<file path="config.mk">
export PLATFORM = sky130hd
export DESIGN_NAME = seq_gen
export DESIGN_NICKNAME = d
export VERILOG_FILES = /design/src/rtl/seq_gen.sv
export SDC_FILE = /design/constraint.sdc
export NUM_CORES = 1
export LEC_CHECK = 0
export ABC_AREA = 1
export BUFFER_PORTS_ARGS = -buffer_cell sky130_fd_sc_hd__buf_2
export CORE_MARGIN = 2
export CORE_UTILIZATION = 56
export CTS_CLUSTER_DIAMETER = 200
export DETAILED_ROUTE_END_ITERATION = 7
export PLACE_DENSITY = 0.79
export SLEW_MARGIN = 40
export SYNTH_ARGS = -nofsm -noshare
export SYNTH_HDL_FRONTEND = slang
export SYNTH_SLANG_ARGS = --single-unit
export TNS_END_PERCENT = 20
</file>
<file path="constraint.sdc">
create_clock -name CLK -period 2.3 [get_ports CLK]
set_clock_uncertainty 0.15 [all_clocks]
set_input_delay 0.46 -clock CLK [delete_from_list [all_inputs] [get_ports CLK]]
set_output_delay 0.46 -clock CLK [all_outputs]
set_load 0.005 [all_outputs]
</file>
<file path="src/rtl/seq_gen.sv">
// seq_gen: serial pattern transmitter, MSB-first, with repeat passes and idle gaps
module seq_gen #(
  parameter int WIDTH = 8,
  parameter int LEN_W = 4,
  parameter int GAP   = 1
) (
  input  logic             CLK,
  input  logic             RESET,
  input  logic             start,
  input  logic             abort,
  input  logic [WIDTH-1:0] pattern,
  input  logic [LEN_W-1:0] len,
  input  logic [3:0]       reps,
  output logic             x,
  output logic             valid,
  output logic             busy,
  output logic             done,
  output logic [2:0]       S
);
  typedef enum logic [2:0] {
    ST_IDLE = 3'b000,
    ST_SEND = 3'b001,
    ST_GAP  = 3'b010,
    ST_DONE = 3'b011
  } state_t;
  state_t           state_q, state_d;
  logic [WIDTH-1:0] pat_q, pat_d;
  logic [LEN_W-1:0] len_q, len_d, idx_q, idx_d;
  logic [3:0]       pass_q, pass_d, gap_q, gap_d;
  logic [LEN_W-1:0] len_eff;
  assign len_eff = (len == '0 || len > LEN_W'(WIDTH)) ? LEN_W'(WIDTH) : len;
  // next-state logic; counters are tested for zero before any decrement so they never wrap
  always_comb begin
    state_d = state_q;
    pat_d   = pat_q;
    len_d   = len_q;
    idx_d   = idx_q;
    pass_d  = pass_q;
    gap_d   = gap_q;
    case (state_q)
      ST_IDLE: if (start) begin
        state_d = ST_SEND;
        pat_d   = pattern;
        len_d   = len_eff;
        idx_d   = len_eff - LEN_W'(1);
        pass_d  = reps;
        gap_d   = '0;
      end
      ST_SEND: if (abort) begin
        state_d = ST_IDLE;
        idx_d   = '0;
        pass_d  = '0;
        gap_d   = '0;
      end else if (idx_q == '0) begin
        if (pass_q == '0) state_d = ST_DONE;
        else begin
          pass_d  = pass_q - 4'd1;
          idx_d   = len_q - LEN_W'(1);
          gap_d   = 4'(GAP - 1);
          state_d = (GAP == 0) ? ST_SEND : ST_GAP;
        end
      end else idx_d = idx_q - LEN_W'(1);
      ST_GAP: if (abort) begin
        state_d = ST_IDLE;
        idx_d   = '0;
        pass_d  = '0;
        gap_d   = '0;
      end else if (gap_q == '0) state_d = ST_SEND;
      else gap_d = gap_q - 4'd1;
      ST_DONE: state_d = ST_IDLE;
      default: state_d = ST_IDLE;
    endcase
  end
  // state and datapath registers, cleared asynchronously
  always_ff @(posedge CLK or negedge RESET) begin
    if (!RESET) begin
      state_q <= ST_IDLE;
      pat_q   <= '0;
      len_q   <= '0;
      idx_q   <= '0;
      pass_q  <= '0;
      gap_q   <= '0;
    end else begin
      state_q <= state_d;
      pat_q   <= pat_d;
      len_q   <= len_d;
      idx_q   <= idx_d;
      pass_q  <= pass_d;
      gap_q   <= gap_d;
    end
  end
  assign x     = (state_q == ST_SEND) & |(pat_q & (WIDTH'(1) << idx_q));
  assign valid = state_q == ST_SEND;
  assign busy  = state_q != ST_IDLE;
  assign done  = state_q == ST_DONE;
  assign S     = state_q;
endmodule

</file>
### Word-level counts from Yosys, hierarchy flattened

Cells that the tools add are included.

* input bits: 20
* bits in registers: 27
* output and inout port bits: 7
* logic and storage cells: 65

* muxes and demuxes: 26
* shift-type cells: 1
* magnitude comparators: 1
* equality and inequality tests: 10
* bitwise operators: 2
* reductions and logical operators: 14
* add/sub/neg operators: 5

Operator list (number)
* 4-bit 2-to-1 mux: 16
* 4-bit case mux with 3 select lines: 3
* 4-bit by 1-bit subtractor with 4-bit output (second input constant): 5
* 4-bit zero test: 4
* 3-bit 2-to-1 mux: 5
* 5-bit AND reduction: 2
* 3-bit inequality test (second input constant): 3
* 3-bit case mux with 3 select lines: 1
* 8-bit AND: 1
* 8-bit OR reduction: 1
* 1-bit by 4-bit left shift with 8-bit output (first input constant): 1
* 3-bit by 2-bit == test with 1-bit output (second input constant): 2
* 3-bit nonzero test: 2
* 4-bit > comparator (second input constant): 1
* 2-bit inequality test (second input constant): 2
* 4-bit inequality test (second input constant): 1
* 4-bit AND reduction: 1
* 3-bit by 1-bit == test with 1-bit output (second input constant): 1
* 3-bit zero test: 1
* 3-bit by 2-bit inequality test with 1-bit output (second input constant): 1
* 3-bit AND reduction: 1
* 2-bit AND reduction: 1
* 1-bit AND: 1
* 1-bit logical OR: 1
* 1-bit 2-to-1 mux: 1

### Logic depth before layout (Yosys ltp)

* depth after elaboration: 6
* gate-level depth with buffers: 11

### Worst setup path before layout

OpenSTA, ideal clock, no wires.

* path kind: register -> register
* start point: register idx_q[1]
* end point: register idx_q[1]
* setup slack: 0.488 ns
* buffers on the path: 0
* data arrival time: 1.586 ns
* cell stages (with the launch flop): 9
* cells stage by stage: dfrtp_1 -> nor2_4 -> nand2_2 -> o21ai_0 -> inv_1 -> ha_1 -> nor4_1 -> o21ai_0 -> o21ai_1

* cells in the longest elaborated chain, start to end: 4
* elaborated cells on any way between the ends: 7
* classes of those cells: add/sub: 1; eq/ne: 1; mux: 3; reduce/logical: 2

RTL lines
* start, declared: line 28 `logic [LEN_W-1:0] len_q, len_d, idx_q, idx_d;`
* start signal, assigned: line 87 `idx_q <= idx_d;`
* 4-bit by 1-bit subtractor with 4-bit output or 4-bit zero test (tied branches): line 62, 54
* 4-bit 2-to-1 mux: line 54 `end else if (idx_q == '0) begin`
* 4-bit 2-to-1 mux: line 49 `ST_SEND: if (abort) begin`
* 4-bit case mux with 3 select lines: line 40 `case (state_q)`

Several ways; a longest one is shown, not always the timed one.
A chain may end at the register's enable or synchronous reset.

### Worst setup path in the final report

* start point: register idx_q[0]
* end point: output x

* cells in the longest elaborated chain, start to end: 4

RTL lines
* 1-bit by 4-bit left shift with 8-bit output: line 92 `assign x = (state_q == ST_SEND) & |(pat_q & (WIDTH'(1) << idx_q));`
* 8-bit AND: line 92
* 8-bit OR reduction: line 92
* 1-bit AND: line 92
* end, declared: line 14 `output logic x,`

No other way between the ends.

==> results.cfg <==
[floorplanning]
die_y_um = 58.3
core_sq_mm = 0.00278
rows = 19
initial_core_util_pct = 59.4
dieArea_sq_mm = 0.00340
io_pins = 27
die_w_um = 58.3

[worst_setup_path]
path_buf_inv = 2
crit_start = idx_q[0]
endpoint_kind = output pin
crit_slowest_cell = dfrtp_1
cp_cell_sequence = inv_1 > nand3_1 > nand4_1 > o21ai_0 > nor2_1 > buf_2
worst-path-stages = 6
r2r-start = idx_q[1]
reg2reg_depth = 8
rr_endpoint = idx_q[1]
worst-path-max-fanout = 6
worstPathArrival_ns = 1.49
cpPeakStageDelay_ns = 0.49
crit_required_ns = 1.69
critPathLaunchType = register
crit_end = x
path_delay_family = flip-flops
crit_type = reg2out
reg2reg_slack_ns = 0.21

[detailed_routing]
wire_per_inst_um = 11.5
drt-pass1-iter-count = 4
route.vias.total = 1443
ant_nets = 0
drc = 0
drt_wl_total_um = 3200
via_per_inst = 5.19
drt_iter0_drc = 53

[cts]
cts_buffers = 3
clockBufferDepth = 2
cts_setup_buffers = 0
clk_latency_ns = 0.32
cts_sinks = 26
cts_tree = yes
htreeDepth = 1
clk_pin_slew_worst_paths_ns = 0.13
cts_root_buf = clkbuf_4

[placed_design]
placed_cells = 274
hpwl_um = 2480
io_buffers = 25
placed_cell_area_sq_mm = 0.00181
pre_cts_ws_ns = 0.293
gp_congestion = 0.854

[synthesis]
synth.avg_cell_area_sq_um = 7.55
syn-num-nets = 248
syn_area_sq_mm = 0.00165
seq_area_frac_synth_pct = 39.4
ys_ff_latch = 26
synth_cell_types = 29
yosys_warnings = 0
syn_inst = 219

[power_and_ir_drop]
ir_drop_mv = 0.894
cellPowerDensity_mw_per_mm2 = 1250
p_leak_nw = 0.972

[status]
status = completed

[sta]
min_period_ns = 2.10
maxSlewViolCount = 0
worst_pin_slew_ns = 0.574
finalHoldViolCount = 0
max_freq_mhz = 476
min_period_over_period_pct = 91.3
setup_ws_ns = 0.201
rsz0062_at_grt = no
setup_viol = 0
maxSlewHeadroom_pct = 61.7
setup_tns_ns = 0

[layout]
stdcell_area_sq_mm = 0.00185
area_growth_pct = 11.7
nets = 278
final.fill_count = 251
final_core_util_pct = 66.4
drive_gt1_share_pct = 17.8
final_cell_count_no_fill = 278
diodes = 0

[global_routing]
antenna_found_initial = 0
grt_max_degree = 27
grt_pass1_vias = 1264
grt.total_usage_pct = 21.3
gr-total-overflow = 0
grt_pass1_wl_um = 5530

[flow_run]
drv_cap = 0

[hold_path]
holdPathStages = 3
hold_path_class = in2reg
-- where the power goes --
part           internal (mW)  leakage [nW]  switching (mW)
sequential             0.651         0.332           0.155
clock                 0.0614        0.0138           0.130
combinational          0.485         0.626           0.823
total                   1.20         0.972            1.11
-- what timing repair did --
| action | in CTS | in global routing |
|---|---|---|
| resized for setup | 0 | 0 |
| endpoints found under the setup margin | 0 | 0 |
| hold buffers | 1 | 0 |
| endpoints found under the hold margin | 26 | 0 |
-- flip-flops by register name, indices dropped and copies added, names as in the netlist --
register and cells:
len_q 4, pat_q 8, pass_q 4, S 2
idx_q 4, gap_q 4
-- through the flow --
| stage | hold WS, ns | power, mW |
|---|---|---|
| 2_1_floorplan | 0.0144 | 1.79 |
| 3_3_place_gp | 0.309 | 2.09 |
| 3_5_place_dp | 0.316 | 2.12 |
| 4_1_cts | 0.164 | 2.32 |
| 5_1_grt | 0.163 | 2.56 |
| 6_report | 0.173 | 2.30 |
-- area by class of cell --
type | count | area, sq um | share of cell area, %
well taps | 31 | 38.8 | 2.10
flip-flops and latches | 26 | 651 | 35.3
inverters | 30 | 113 | 6.10
multi-input cells | 161 | 878 | 47.6
clock buffers | 3 | 22.5 | 1.22
repair buffers | 27 | 143 | 7.73
-- cells in the mapped netlist, drive strengths merged --
library cell,instances,area [sq um]
ha,9,113
conb,1,3.75
a21oi,4,31.3
clkbuf,1,3.75
xor2,2,17.5
inv,29,109
nor2,24,154
nand3b,2,15.0
a22oi,1,7.51
nor4,2,12.5
o21ai,27,135
nand2,68,265
xnor2,1,8.76
buf,1,7.51
nand4,2,12.5
nor3,3,26.3
nand3,14,70.1
dfrtp,26,651
or2,1,6.26
clkinv,1,3.75
-- worst min-delay path by stage --
stage	startpoint	to	slack, ns
after detailed placement	gap_q[0]	gap_q[0]	0.32
after global placement	gap_q[0]	gap_q[0]	0.31
after global routing	pattern[2]	pat_q[2]	0.16
final	pattern[4]	pat_q[4]	0.17
after floorplan	RESET	S[0]	0.01
after CTS	pattern[4]	pat_q[4]	0.16
-- cell families (layout without fill, tap and decap cells) --
| kind of cell | count (synthesis) | after routing | synth area share [%] |
|---|---|---|---|
| AO/OA/AOI/OAI | 32 | 32 | 10.5 |
| XOR/XNOR | 3 | 3 | 1.59 |
| adder cells (fa/ha/maj) | 9 | 9 | 6.81 |
| buffers and inverters | 32 | 60 | 7.49 |
| flip-flops | 26 | 26 | 39.4 |
| other | 1 | 1 | 0.227 |
| AND/OR/NAND/NOR | 116 | 116 | 34.0 |
-- cells in the final DEF (no fill, tap or decap), types with 2 or more instances in the layout --
master	instances
buf_2	25
a21oi_1	3
nand3_1	14
inv_1	27
nor2_1	16
o21ai_1	8
clkbuf_4	3
xor2_1	2
inv_2	2
nor3_1	2
nand2_1	66
o21ai_0	19
ha_1	9
nand4_1	2
dfrtp_1	26
nor2_4	6
nor4_1	2
nand3b_1	2
-- worst register-to-register path, cell delays in order, from the launching register on --
cell and delay [ns]:
dfrtp_1 0.48, nor2_4 0.20, nand2_2 0.11, o21ai_0 0.22, inv_1 0.11, ha_1 0.28, nor4_1 0.29, o21ai_0 0.12
o21ai_1 0.08
-- routing by layer --
layer | vias up | share of wire [%] | global-route usage (%)
li1 | 754 | - | -
met1 | 655 | 51 | 31.1
met2 | 32 | 44 | 32.4
met3 | 2 | 4.5 | 4.18
met4 | 0 | 0.75 | 5.98
met5 | - | 0 | 0
Power figures use the tool's default switching activity.
